===== src/rtl/apb4_pkg.sv =====
// Shared types and constants for the APB4 requester.
// FSM encoding, protection type and strobe-width helper.
package apb4_pkg;

  typedef enum logic [1:0] {
    ST_IDLE,
    ST_SETUP,
    ST_ACCESS,
    ST_RESP
  } apb_state_e;

  typedef logic [2:0] apb_prot_t;

  localparam apb_prot_t PROT_DEFAULT = 3'b000;

  function automatic int STRB_W(input int dw);
    return dw / 8;
  endfunction

endpackage


===== src/rtl/apb4_master.sv =====
// APB4 requester: one command in, SETUP/ACCESS on the bus,
// one response out, with an optional ACCESS-phase timeout.
module apb4_master
  import apb4_pkg::*;
#(
  parameter int ADDR_WIDTH     = 32,
  parameter int DATA_WIDTH     = 32,
  parameter int TIMEOUT_CYCLES = 256
) (
  input  logic                          clk,
  input  logic                          rst,
  input  logic                          cmd_valid,
  output logic                          cmd_ready,
  input  logic                          cmd_write,
  input  logic [ADDR_WIDTH-1:0]         cmd_addr,
  input  logic [DATA_WIDTH-1:0]         cmd_wdata,
  input  logic [STRB_W(DATA_WIDTH)-1:0] cmd_strb,
  input  apb_prot_t                     cmd_prot,
  output logic                          rsp_valid,
  input  logic                          rsp_ready,
  output logic [DATA_WIDTH-1:0]         rsp_rdata,
  output logic                          rsp_err,
  output logic                          rsp_timeout,
  output logic                          psel,
  output logic                          penable,
  output logic                          pwrite,
  output logic [ADDR_WIDTH-1:0]         paddr,
  output logic [DATA_WIDTH-1:0]         pwdata,
  output logic [STRB_W(DATA_WIDTH)-1:0] pstrb,
  output apb_prot_t                     pprot,
  input  logic                          pready,
  input  logic [DATA_WIDTH-1:0]         prdata,
  input  logic                          pslverr
);

  localparam int SW     = STRB_W(DATA_WIDTH);
  localparam int CW_RAW = $clog2(TIMEOUT_CYCLES + 1);
  localparam int CW     = (CW_RAW < 1) ? 1 : CW_RAW;

  apb_state_e            state_q, state_d;
  logic                  pwrite_q, pwrite_d;
  logic [ADDR_WIDTH-1:0] paddr_q, paddr_d;
  logic [DATA_WIDTH-1:0] pwdata_q, pwdata_d;
  logic [SW-1:0]         pstrb_q, pstrb_d;
  apb_prot_t             pprot_q, pprot_d;
  logic [DATA_WIDTH-1:0] rdata_q, rdata_d;
  logic                  err_q, err_d;
  logic                  to_q, to_d;
  logic                  timeout_hit;

  always_comb begin
    state_d  = state_q;
    pwrite_d = pwrite_q;
    paddr_d  = paddr_q;
    pwdata_d = pwdata_q;
    pstrb_d  = pstrb_q;
    pprot_d  = pprot_q;
    rdata_d  = rdata_q;
    err_d    = err_q;
    to_d     = to_q;
    unique case (state_q)
      ST_IDLE: begin
        if (cmd_valid) begin
          state_d  = ST_SETUP;
          pwrite_d = cmd_write;
          paddr_d  = cmd_addr;
          pwdata_d = cmd_wdata;
          pstrb_d  = cmd_write ? cmd_strb : '0;
          pprot_d  = cmd_prot;
        end
      end
      ST_SETUP: state_d = ST_ACCESS;
      ST_ACCESS: begin
        // A ready completer beats an expiring timeout.
        if (pready) begin
          state_d = ST_RESP;
          rdata_d = pwrite_q ? '0 : prdata;
          err_d   = pslverr;
          to_d    = 1'b0;
        end else if (timeout_hit) begin
          state_d = ST_RESP;
          rdata_d = '0;
          err_d   = 1'b1;
          to_d    = 1'b1;
        end
      end
      ST_RESP: begin
        if (rsp_ready) state_d = ST_IDLE;
      end
      default: state_d = ST_IDLE;
    endcase
  end

  always_ff @(posedge clk or posedge rst) begin
    if (rst) begin
      state_q  <= ST_IDLE;
      pwrite_q <= 1'b0;
      paddr_q  <= '0;
      pwdata_q <= '0;
      pstrb_q  <= '0;
      pprot_q  <= PROT_DEFAULT;
      rdata_q  <= '0;
      err_q    <= 1'b0;
      to_q     <= 1'b0;
    end else begin
      state_q  <= state_d;
      pwrite_q <= pwrite_d;
      paddr_q  <= paddr_d;
      pwdata_q <= pwdata_d;
      pstrb_q  <= pstrb_d;
      pprot_q  <= pprot_d;
      rdata_q  <= rdata_d;
      err_q    <= err_d;
      to_q     <= to_d;
    end
  end

  if (TIMEOUT_CYCLES > 0) begin : g_to
    logic [CW-1:0] cnt_q, cnt_d;

    always_comb begin
      cnt_d = cnt_q;
      if (state_q == ST_ACCESS && !pready && !timeout_hit)
        cnt_d = cnt_q + CW'(1);
      else if (state_q == ST_RESP && rsp_ready)
        cnt_d = '0;
    end

    always_ff @(posedge clk or posedge rst) begin
      if (rst) cnt_q <= '0;
      else     cnt_q <= cnt_d;
    end

    assign timeout_hit = (cnt_q == CW'(TIMEOUT_CYCLES - 1));
  end else begin : g_no_to
    assign timeout_hit = 1'b0;
  end

  // Handshake/phase outputs decode straight from state so reset drops them at once.
  assign cmd_ready   = (state_q == ST_IDLE);
  assign psel        = (state_q == ST_SETUP) || (state_q == ST_ACCESS);
  assign penable     = (state_q == ST_ACCESS);
  assign rsp_valid   = (state_q == ST_RESP);
  assign rsp_rdata   = rdata_q;
  assign rsp_err     = err_q;
  assign rsp_timeout = to_q;
  assign pwrite      = pwrite_q;
  assign paddr       = paddr_q;
  assign pwdata      = pwdata_q;
  assign pstrb       = pstrb_q;
  assign pprot       = pprot_q;

endmodule


===== config.mk =====
export PLATFORM = sky130hd
export DESIGN_NAME = apb4_master
export DESIGN_NICKNAME = d
export VERILOG_FILES = /design/src/rtl/apb4_pkg.sv /design/src/rtl/apb4_master.sv
export SDC_FILE = /design/constraint.sdc
export NUM_CORES = 1
export LEC_CHECK = 0
export CAP_MARGIN = 10
export CORE_ASPECT_RATIO = 0.9
export CORE_MARGIN = 1.5
export CORE_UTILIZATION = 37
export DETAILED_ROUTE_END_ITERATION = 16
export PLACE_DENSITY = 0.76
export SLEW_MARGIN = 5
export SYNTH_ARGS = -nofsm -noshare
export SYNTH_HDL_FRONTEND = slang
export SYNTH_SLANG_ARGS = --single-unit

===== constraint.sdc =====
create_clock -name clk -period 3.9 [get_ports clk]
set_clock_uncertainty 0.15 [all_clocks]
set_input_delay 0.78 -clock clk [delete_from_list [all_inputs] [get_ports clk]]
set_output_delay 0.78 -clock clk [all_outputs]
set_load 0.02 [all_outputs]

# Word level (Yosys, flattened, before mapping)
# Index checks and enable logic that the tools add are counted.
# classes
n_eq_ne	7
n_reduce_logical	12
mux	14
n_addsub	1
# op_table
operator	n
32-bit 2-to-1 mux	3
9-bit 2-to-1 mux	2
9-bit by 1-bit adder with 9-bit output (second input constant)	1
9-bit by 8-bit equality test with 1-bit output (second input constant)	1
2-bit 2-to-1 mux	4
2-bit one-hot mux with 4 select lines	1
2-bit equality test (second input constant)	2
4-bit 2-to-1 mux	1
2-bit AND reduction	2
2-bit nonzero test	2
1-bit logical AND	3
1-bit 2-to-1 mux	3
3-bit by 1-bit inequality test with 1-bit output (second input constant)	1
3-bit AND reduction	1
2-bit by 1-bit equality test with 1-bit output (second input constant)	1
1-bit zero test	2
2-bit zero test	1
2-bit by 1-bit inequality test with 1-bit output (second input constant)	1
2-bit inequality test (second input constant)	1
1-bit logical OR	1
# totals
regBits	117
output_inout_bits	110
wordCells	44

# Logic depth before layout (Yosys ltp)
# logic_depth
word_depth	4
mapped_depth	9

# Least setup slack after synthesis
# No wires, ideal clock.
# synth_path
path_type	register -> register
start	register g_to.cnt_q[0]
end	register g_to.cnt_q[5]
setup_slack_ns	1.716
t_required_ns	3.681
period_less_slack_ns	2.184
path_stages_with_launch	8
n_path_buf	0
arrival_time_ns	1.965
path_cell_list	dfrtp_1 -> ha_1 -> nand3_1 -> nor3_1 -> ha_1 -> or3b_4 -> or4_1 -> nand3_1
# synth_via
elab_chain_cells	4
# synth_lines
item	line_no	text
start: declaration	apb4_master.sv:119	logic [CW-1:0] cnt_q, cnt_d;
start signal: assignment	apb4_master.sv:131	else cnt_q <= cnt_d;
branches (longest 4 deep; another with 9-bit by 1-bit adder with 9-bit output)	n/a	
# Several ways; the timed one is not identified.
# A chain may end at the register's enable or synchronous reset.

# Worst setup path after layout
# layout_path
start	register state_q[0]
end	output penable
# layout_via
elab_chain_cells	1
# layout_lines
item	line_no	text
start: declaration	apb4_master.sv:40	apb_state_e state_q, state_d;
start signal: assignment	apb4_master.sv:106	state_q <= state_d;
2-bit equality test	apb4_master.sv:142	assign penable = (state_q == ST_ACCESS);
end: declaration	apb4_master.sv:25	output logic penable,
# Every way passes these cells.

==> results.json <==
{
  "std_cell_rows": 38,
  "critPathSlowestCell": "clkdlybuf4s50_1",
  "design.core.area_um2": 12200,
  "finalCritPeriodShare_pct": 71.9,
  "port_buffers": 219,
  "cp_slowest_stage_delay_ns": 0.67,
  "dp_cells": 742,
  "root_buffer": "clkbuf_16",
  "fin_crit_ns": 2.81,
  "grt_pass1_vias": 3688,
  "cp-end-kind": "primary output",
  "grt_pass1_wl_um": 17900,
  "fmax_mhz": 356,
  "antenna_found_initial": 0,
  "clkTransAtPathRegs_ns": 0.05,
  "fin_nets": 717,
  "finalSetupTns_ns": 0,
  "synthDistinctLibCells": 21,
  "cts_buffer_depth": 2,
  "required_ns": 2.97,
  "holdCritPathClass": "reg -> reg",
  "vias_per_cell": 4.73,
  "cts_max_level": 4,
  "rsz0062_at_grt": "no",
  "path_delay_family": "buffers and inverters",
  "die_x_um": 121,
  "synth_area_per_cell_um2": 12.3,
  "reg2reg_setup_slack_ns": 1.35,
  "syn_inst": 378,
  "drt-initial-drc-count": 208,
  "crit_type": "reg -> out",
  "critPathBufInv": 2,
  "antenna_cells": 0,
  "gp_congestion": 0.749,
  "worst_skew_pair.late_latency_ns": 0.40,
  "grt_overflow": 0,
  "drive_above_1_share_pct": 17.5,
  "p_leak_nw": 3.24,
  "cts_sinks": 117,
  "hpwl_um": 8510,
  "start_util_pct": 38.2,
  "startpoint_type": "flop",
  "worstPathCellList": "inv_1, ha_1, clkdlybuf4s50_1",
  "maxCapViolations": 0,
  "synth_seq_area_share_pct": 63.0,
  "slew_viol_final": 0,
  "most-common-layout-cells": "clkdlybuf4s50_1, dfrtp_1, nand2_1, mux2_2, o21ai_0",
  "cts_tree": "yes",
  "drc_errors": 0,
  "outcome": "complete, no violations",
  "synth.net_count": 494,
  "arrival_ns": 1.88,
  "dr.pass1.iters": 4,
  "ant_nets": 0,
  "worst_slew_pin_slew_ns": 0.948,
  "mostFrequentLayoutCell": "clkdlybuf4s50_1",
  "cts_resized": 0,
  "dieArea_um2": 13200,
  "finalHoldViolCount": 0,
  "max_slew_margin_pct": 36.8,
  "via_count": 3652,
  "crit_path_max_fanout": 5,
  "cts_made_buffers": 17,
  "cts_hold_buf": 0,
  "die_h_um": 109,
  "wirelength_um": 11600,
  "fin_cells": 772,
  "p_per_area_nw_per_um2": 862,
  "setup_viol": 0,
  "yosysWarnings": 0,
  "ir_worst_vdd_mv": 0.468,
  "synth_seq_cells": 117,
  "io_pins": 220,
  "grt_util_all_layers_pct": 17.7,
  "wire_per_inst_um": 15.0,
  "grt_max_degree": 77,
  "cts_setup_buffers": 0,
  "syn_area_um2": 4650,
  "syn2layout_area_growth_pct": 63.6
}
-- metrics by stage --
step / util [%] / area (um2) / hold WS, ns / power [mW] / setup WS (ns)
2_1_floorplan: - / 4650 / 0.319 / 3.62 / 1.54
3_3_place_gp: 57.7 / 7030 / 0.312 / 5.04 / 1.19
3_5_place_dp: 57.7 / 7030 / 0.320 / 5.12 / 1.14
4_1_cts: 62.4 / 7600 / 0.332 / 6.64 / 1.06
5_1_grt: 62.4 / 7600 / 0.354 / 6.93 / 0.994
6_report: 62.4 / 7600 / 0.325 / 6.55 / 1.09
-- per-layer routing --
metal / vias up / routed length (um) / track usage [%]
met3: 28 / 1080 / 7.47
met1: 1738 / 4690 / 21.0
met2: 156 / 5520 / 27.6
met4: 0 / 304 / 8.99
li1: 1730 / - / -
met5: - / 0 / 0
-- cell type report --
class	instances	area, um2
Tap cell	160	200
Clock buffer	27	533
Sequential cell	117	2930
Timing Repair Buffer	224	2240
Clock inverter	3	40.0
Multi-Input combinational cell	232	1620
Fill cell	992	4570
Inverter	9	37.5
-- sequential cells by signal, indices dropped and copies added (netlist names) --
| name | flops |
|---|---|
| pwrite | 1 |
| g_to.cnt_q | 9 |
| pprot | 3 |
| rsp_err | 1 |
| pwdata | 32 |
| paddr | 32 |
| rsp_rdata | 32 |
| pstrb | 4 |
| rsp_timeout | 1 |
| state_q | 2 |
-- power by group --
group          switching (mW)  leakage, nW  internal, mW
clock network           0.493        0.285         0.985
registers               0.302         1.46          1.79
logic                    1.45         1.50          1.53
-- worst paths after layout --
kind                               startpoint             to  depth (start not counted)
worst max-delay path               state_q[0]        penable                          3
max in group asynchronous                 rst  rsp_rdata[31]                          3
worst min register to register   rsp_rdata[3]   rsp_rdata[3]                          2
worst min-delay path             rsp_rdata[3]   rsp_rdata[3]                          2
min in group asynchronous                 rst     pwdata[18]                          2
worst max register to register  g_to.cnt_q[0]  rsp_rdata[19]                          7
-- cell families (layout without fill, tap and decap cells) --
family,count (synthesis),after routing,synth area share (%)
adder cells (fa/ha/maj),6,6,1.62
AO/OA/AOI/OAI,47,47,5.31
flip-flops,117,117,63.0
multiplexers,74,74,17.8
buffers and inverters,29,263,2.59
AND/OR/NAND/NOR,105,105,9.67
-- cell usage after synthesis (all sizes together) --
| master | number | area [um2] |
|---|---|---|
| buf | 9 | 45.0 |
| or4 | 3 | 22.5 |
| nand3 | 11 | 55.1 |
| mux2 | 69 | 777 |
| nor2 | 1 | 3.75 |
| ha | 6 | 75.1 |
| nand2 | 82 | 308 |
| nor2b | 2 | 12.5 |
| nor3b | 1 | 12.5 |
| or3 | 2 | 12.5 |
| o211ai | 3 | 22.5 |
| nand4 | 1 | 6.26 |
| dfrtp | 117 | 2930 |
| a221oi | 1 | 8.76 |
| mux2i | 5 | 50.1 |
| inv | 9 | 33.8 |
| or3b | 1 | 11.3 |
| nor3 | 1 | 5.00 |
| o21ai | 43 | 215 |
| clkbuf | 11 | 41.3 |
-- worst register-to-register path: cells and delay by family, from the launching register on --
| family | cells | cell delay [ns] |
|---|---|---|
| simple gates | 2 | 0.28 |
| flops | 1 | 0.40 |
| buf+inv | 1 | 0.42 |
| compound gates | 2 | 0.68 |
| fa+ha+maj | 2 | 0.49 |
Note: power is estimated with default switching activity, not from simulation.
